$ cat src/rtl/instr_fetch.sv
// Instruction fetch unit: owns the PC, runs the req/ack handshake with
// instruction memory and holds each fetched word until the datapath takes it.
`timescale 1ns/1ps

module instr_fetch #(
   parameter int unsigned     XLEN     = 32,
   parameter logic [XLEN-1:0] RESET_PC = '0,
   parameter int unsigned     PC_STEP  = 4
) (
   input  logic            clk,
   input  logic            rst,
   output logic            imem_req,
   output logic [XLEN-1:0] imem_addr,
   input  logic            imem_ack,
   input  logic [XLEN-1:0] imem_rdata,
   input  logic            stall,
   input  logic            redirect,
   input  logic [XLEN-1:0] redirect_pc,
   output logic            instr_valid,
   output logic [XLEN-1:0] instr,
   output logic [XLEN-1:0] instr_pc,
   output logic [6:0]      opcode
);

   localparam logic [XLEN-1:0] STEP       = XLEN'(PC_STEP);
   localparam logic [XLEN-1:0] ALIGN_MASK = ~XLEN'(3);

   typedef enum logic [1:0] {
      ST_IDLE  = 2'd0,
      ST_FETCH = 2'd1,
      ST_FULL  = 2'd2
   } state_t;

   state_t          state_q, state_d;
   logic [XLEN-1:0] pc_q, pc_d;
   logic [XLEN-1:0] target_q, target_d;
   logic            kill_q, kill_d;
   logic            valid_d;
   logic [XLEN-1:0] instr_d, instr_pc_d;
   logic [XLEN-1:0] redirect_aligned;

   assign redirect_aligned = redirect_pc & ALIGN_MASK;
   assign imem_addr        = pc_q;
   assign opcode           = instr[6:0];

   // State and datapath registers
   always_ff @(posedge clk) begin
      if (rst) begin
         state_q     <= ST_IDLE;
         pc_q        <= RESET_PC;
         target_q    <= '0;
         kill_q      <= 1'b0;
         imem_req    <= 1'b0;
         instr_valid <= 1'b0;
         instr       <= '0;
         instr_pc    <= '0;
      end else begin
         state_q     <= state_d;
         pc_q        <= pc_d;
         target_q    <= target_d;
         kill_q      <= kill_d;
         imem_req    <= (state_d == ST_FETCH);
         instr_valid <= valid_d;
         instr       <= instr_d;
         instr_pc    <= instr_pc_d;
      end
   end

   // Next-state logic; redirect outranks both ack data and stall
   always_comb begin
      state_d    = state_q;
      pc_d       = pc_q;
      target_d   = target_q;
      kill_d     = kill_q;
      valid_d    = instr_valid;
      instr_d    = instr;
      instr_pc_d = instr_pc;

      case (state_q)
         ST_IDLE: begin
            state_d = ST_FETCH;
            if (redirect) begin
               pc_d = redirect_aligned;
            end
         end

         ST_FETCH: begin
            if (imem_ack) begin
               if (redirect) begin
                  pc_d   = redirect_aligned;
                  kill_d = 1'b0;
               end else if (kill_q) begin
                  pc_d   = target_q;
                  kill_d = 1'b0;
               end else begin
                  instr_d    = imem_rdata;
                  instr_pc_d = pc_q;
                  valid_d    = 1'b1;
                  pc_d       = pc_q + STEP;
                  state_d    = ST_FULL;
               end
            end else if (redirect) begin
               // Address must stay put until ack; remember where to go next
               target_d = redirect_aligned;
               kill_d   = 1'b1;
            end
         end

         ST_FULL: begin
            if (redirect) begin
               valid_d = 1'b0;
               pc_d    = redirect_aligned;
               state_d = ST_FETCH;
            end else if (!stall) begin
               valid_d = 1'b0;
               state_d = ST_FETCH;
            end
         end

         default: begin
            state_d = ST_IDLE;
            valid_d = 1'b0;
            kill_d  = 1'b0;
         end
      endcase
   end

endmodule
$ cat config.mk
export PLATFORM = sky130hd
export DESIGN_NAME = instr_fetch
export DESIGN_NICKNAME = d
export VERILOG_FILES = /design/src/rtl/instr_fetch.sv
export SDC_FILE = /design/constraint.sdc
export NUM_CORES = 1
export LEC_CHECK = 0
export CAP_MARGIN = 15
export CORE_MARGIN = 2
export CORE_UTILIZATION = 47
export DETAILED_ROUTE_END_ITERATION = 10
export PLACE_DENSITY = 0.8
export SYNTH_ARGS = -nofsm -noshare
export SYNTH_HDL_FRONTEND = slang
export SYNTH_SLANG_ARGS = --single-unit
$ cat constraint.sdc
create_clock -name clk -period 2.5 [get_ports clk]
set_input_delay 0.5 -clock clk [delete_from_list [all_inputs] [get_ports clk]]
set_output_delay 0.5 -clock clk [all_outputs]
set_load 0.02 [all_outputs]
=== Word level (Yosys, flattened, before mapping) ===
Index checks and enable logic that the tools add are counted.

* Output and inout bits: 105
* Memories: 0
* Register bits: 131
* Memory bits (read-only): 0
* Bits in latches: 0
* Logic and storage cells: 51
* Input bits: 69
* Memory bits (writable): 0

* Add/sub/neg operators: 1
* Reduce and logical (&&, ||, !) cells: 8
* Multiplexer cells: 20
* Equality and inequality tests: 9
* Shift-type cells: 0
* Multipliers: 0
* $lt $le $gt $ge: 0
* Bitwise gates (word level): 5
* Divide/modulo/power cells: 0

{| class="wikitable"
|+ Operators with widths
! cell !! number
|-
| $mux 32 || 4
|-
| $pmux 32 s2 || 1
|-
| $add 32x3->32 const B || 1
|-
| $mux 2 || 5
|-
| $mux 1 || 7
|-
| $ne 2x2->1 const B || 3
|-
| $ne 3x3->1 const B || 2
|-
| $pmux 2 s3 || 1
|-
| $reduce_and 3->1 || 2
|-
| $not 1->1 || 5
|-
| $reduce_and 5->1 || 1
|-
| $eq 2x1->1 const B || 2
|-
| $reduce_and 4->1 || 1
|-
| $pmux 1 s3 || 1
|-
| $eq 2x2->1 const B || 1
|-
| $logic_not 2->1 || 1
|-
| $ne 2x1->1 const B || 1
|-
| $pmux 1 s2 || 1
|-
| $reduce_and 2->1 || 1
|-
| $reduce_bool 2->1 || 1
|-
| $reduce_or 2->1 || 1
|}

=== Longest topological paths before layout ===
* Depth after elaboration: 5
* Mapped depth: 8
* Gate-level depth less buffers: 6

=== Least setup slack after synthesis ===
OpenSTA, ideal clock, no wires.

* Path type: register to register
* Start: register pc_q[2] (netlist: imem_addr[2])
* End: register pc_q[22] (netlist: imem_addr[22])
* Slack: 0.340 ns
* Library setup time: 0.070 ns
* Period minus slack after synthesis: 2.160 ns
* Cell stages (with the launch flop): 8
* Data arrival time: 2.089 ns
* Cell sequence: dfxtp_1 ha_1 nand4_2 or3_1 buf_6 nor3_1 mux2_2 a21oi_1

* Longest elaborated chain between the ends: 5

{| class="wikitable"
|+ RTL lines
! item !! line !! text
|-
| from (decl) || 35 || <nowiki>logic [XLEN-1:0] pc_q, pc_d;</nowiki>
|-
| from (signal assigned) || 59 || <nowiki>pc_q <= pc_d;</nowiki>
|-
| $add 32x3->32 || 99 || <nowiki>pc_d = pc_q + STEP;</nowiki>
|-
| $mux 32 || 92 || <nowiki>end else if (kill_q) begin</nowiki>
|-
| $mux 32 || 89 || <nowiki>if (redirect) begin</nowiki>
|-
| $mux 32 || 88 || <nowiki>if (imem_ack) begin</nowiki>
|-
| $pmux 32 s2 || 79 || <nowiki>case (state_q)</nowiki>
|}

No other way between the ends. The select of a mux whose other input is x is not followed.
A chain may end at the register's enable or synchronous reset.

=== Final worst setup path ===
* Start: register pc_q[4] (netlist: imem_addr[4])
* End: register pc_q[28] (netlist: imem_addr[28])

The elaborated chain is that of the path after synthesis.

==> results_dict.tcl <==
set metrics [dict create \
    status "finished, final reports clean" \
    p_int_mw 3.989 \
    synthTopCellsByArea "dfxtp_1 (44%), nand2_1 (15%), a21oi_1 (11%)" \
    coreArea_um2 12060 \
    finClkSkew_ns 0.005750 \
    fp.dieW_um 115.3 \
    first_global_vias 5268 \
    cts_sinks 127 \
    vdd_drop_max_uv 438.4 \
    layout_common_cells "nand2_1 (234), clkdlybuf4s50_1 (166), dfxtp_1 (127)" \
    clock_power_share 0.436 \
    timing.critical_path.cells "nand4_2, or3_1, nor4_4, xnor2_1, a221oi_2" \
    final_util 0.6846 \
    ys_seq_area_frac 0.4363 \
    p_leak_nw 2.872 \
    cp_slowest_cell "or3_1" \
    grt_max_degree 65 \
    final_hold_viol_count 0 \
    max_stage_delay_ns 0.62 \
    synth_flop_cell "dfxtp_1" \
    drt_wl_total_um 17080 \
    synth_area_leader_cell "dfxtp_1" \
    powerDensity_nw_per_um2 651.5 \
    fin_crit_ns 2.242 \
    htreeDepth 4 \
    yosys_warnings 0 \
    synth_edf_count 0 \
    worstMarginPinSlew_ns 0.5972 \
    synthArstFlopShare 0 \
    end_kind "flop" \
    p_sw_frac 0.2586 \
    routedWlPerCell_um 15.50 \
    dpl-instance-area_um2 7702 \
    clk_latency_ns 0.42 \
    path_class "flop to flop" \
    io_buffer_count 167 \
    detail_route.iter0.violations 663 \
    setup_viol 0 \
    p_total_mw 5.380 \
    ctsHoldBuffers 0 \
    drc 0 \
    ys_types 56 \
    final_max_slew_viol_count 0 \
    fin_nets 993 \
    firstDrtPassIters 7 \
    grt_pass1_wl_um 26930 \
    viasPerCell 5.452 \
    syn_to_final_growth_pct 41.72 \
    fin_crit_sh 0.8967 \
    die-height_um 115.3 \
    die_area_um2 13300 \
    ios 174 \
    crit_path_max_fanout 10 \
    ant_nets 0 \
    hold_class "flop to flop" \
    worstPathArrival_ns 2.57 \
    antenna_found_initial 0 \
    yosysTopAreaCellShare 0.4363 \
    root_buffer "clkbuf_16" \
    netlist_area_um2 5827 \
    synth_cells 770 \
    vias 6008 \
    grt.total_usage 0.2561 \
    fin_area_um2 8258 \
    rsz0062_at_grt "no" \
    dp_hpwl_um 11450 \
    syn_area_per_cell_um2 7.567 \
    power_switching_mw 1.391 \
    slew_headroom 0.5940 \
    seq_power_share 0.412 \
    tritoncts "yes" \
    cts_buffer_depth 2 \
    maxCapViolations 0 \
    grt_overflow 0 \
    cp-start-kind "flop" \
    final_common_cell "nand2_1" \
    setup_tns_ns 0 \
    power_frac_comb 0.152 \
    cts_setup_buffers 0 \
    cts_resized 0 \
    crit_required_ns 2.83 \
    layout_setup_ws_ns 0.2582 \
    cts_inserted_buffers 17 \
    drive_gt1_frac 0.08672 \
    clk_pin_slew_ns 0.05 \
    start_util 0.4831 \
    row_count 40 \
    antenna_cells 0 \
    fmaxAchievable_mhz 446.1 \
    synth-seq-cells 127 \
    routabilityCongestion 0.8863 \
    dp_slack_ns 0.1325 \
]
## power by group through the flow
stage | combinational, mW | clock [mW] | sequential (mW)
5_1_grt | 0.875 | 2.46 | 2.23
3_3_place_gp | 0.799 | 0 | 2.25
2_1_floorplan | 0.352 | 0 | 2.31
3_5_place_dp | 0.806 | 0 | 2.25
4_1_cts | 0.813 | 2.37 | 2.21
6_report | 0.817 | 2.35 | 2.22
## routing by layer
| metal | global-route usage | vias to the layer above | share of wire |
|---|---|---|---|
| met5 | 0 | - | 0 |
| met4 | 0.09317 | 0 | 0.022 |
| met3 | 0.05746 | 27 | 0.074 |
| met2 | 0.3832 | 277 | 0.45 |
| met1 | 0.3620 | 2769 | 0.45 |
| li1 | - | 2935 | - |
## synth_stat cells, drive strengths merged, types with 2 or more instances
| cell type | number |
|---|---|
| and3 | 8 |
| clkbuf | 47 |
| o311a | 2 |
| o41ai | 2 |
| o21ai | 15 |
| a21oi | 124 |
| o32ai | 2 |
| nor4 | 8 |
| inv | 8 |
| nor2b | 2 |
| a21o | 2 |
| a211oi | 11 |
| or3 | 11 |
| nor3 | 9 |
| mux2i | 4 |
| nor2 | 32 |
| nand3 | 26 |
| nand4 | 10 |
| nand2 | 234 |
| xnor2 | 5 |
| nand2b | 4 |
| xor2 | 6 |
| dfxtp | 127 |
| o211ai | 13 |
| or4 | 2 |
| mux2 | 2 |
| a221oi | 7 |
| a311o | 2 |
| a31oi | 4 |
| buf | 24 |
## worst max-delay path: cells and delay by family (launching register included)
kind             cells  cell delay [ns]
AND/OR/NAND/NOR      3             1.15
AO/OA/AOI/OAI        1             0.30
XOR/XNOR             1             0.16
flip-flops           1             0.55
## layout make-up
| class | count | area [um2] |
|---|---|---|
| clock inverter | 7 | 87.58 |
| tap | 168 | 210.2 |
| multi-input combinational | 566 | 2905 |
| inverter | 8 | 30.03 |
| fill | 1011 | 3804 |
| sequential | 127 | 2542 |
| clock buffer | 23 | 467.9 |
| timing repair buffer | 203 | 2014 |
## sequential cells by signal (all words and copies together), names as in the netlist
register	count
imem_addr	30
kill_q	1
imem_req	1
instr	32
instr_valid	1
target_q	30
instr_pc	30
state_q	2
## logic make-up after synthesis
logic type / after synthesis / synth area share
other cells: 1 / 0.0006436
buf+inv: 80 / 0.06914
mux: 6 / 0.01074
xor+xnor: 11 / 0.01653
compound gates: 192 / 0.1952
fa+ha+maj: 1 / 0.002147
flops: 127 / 0.4363
simple gates: 352 / 0.2693
## per-stage QoR
step           hold slack, ns  std cells
4_1_cts                0.4507       1102
6_report               0.4487       1102
5_1_grt                0.4655       1102
2_1_floorplan          0.4312        773
3_5_place_dp           0.4433       1072
3_3_place_gp           0.4377       1072
## path summary, 6_finish.rpt
kind | start | end | slack, ns | cells after the start
max | imem_addr[4] | imem_addr[28] | 0.26 | 5
min | target_q[13] | target_q[13] | 0.45 | 2
max reg2reg | imem_addr[4] | imem_addr[28] | 0.26 | 5
min reg2reg | target_q[13] | target_q[13] | 0.45 | 2
No activity file was read; power rests on OpenSTA's default activity.
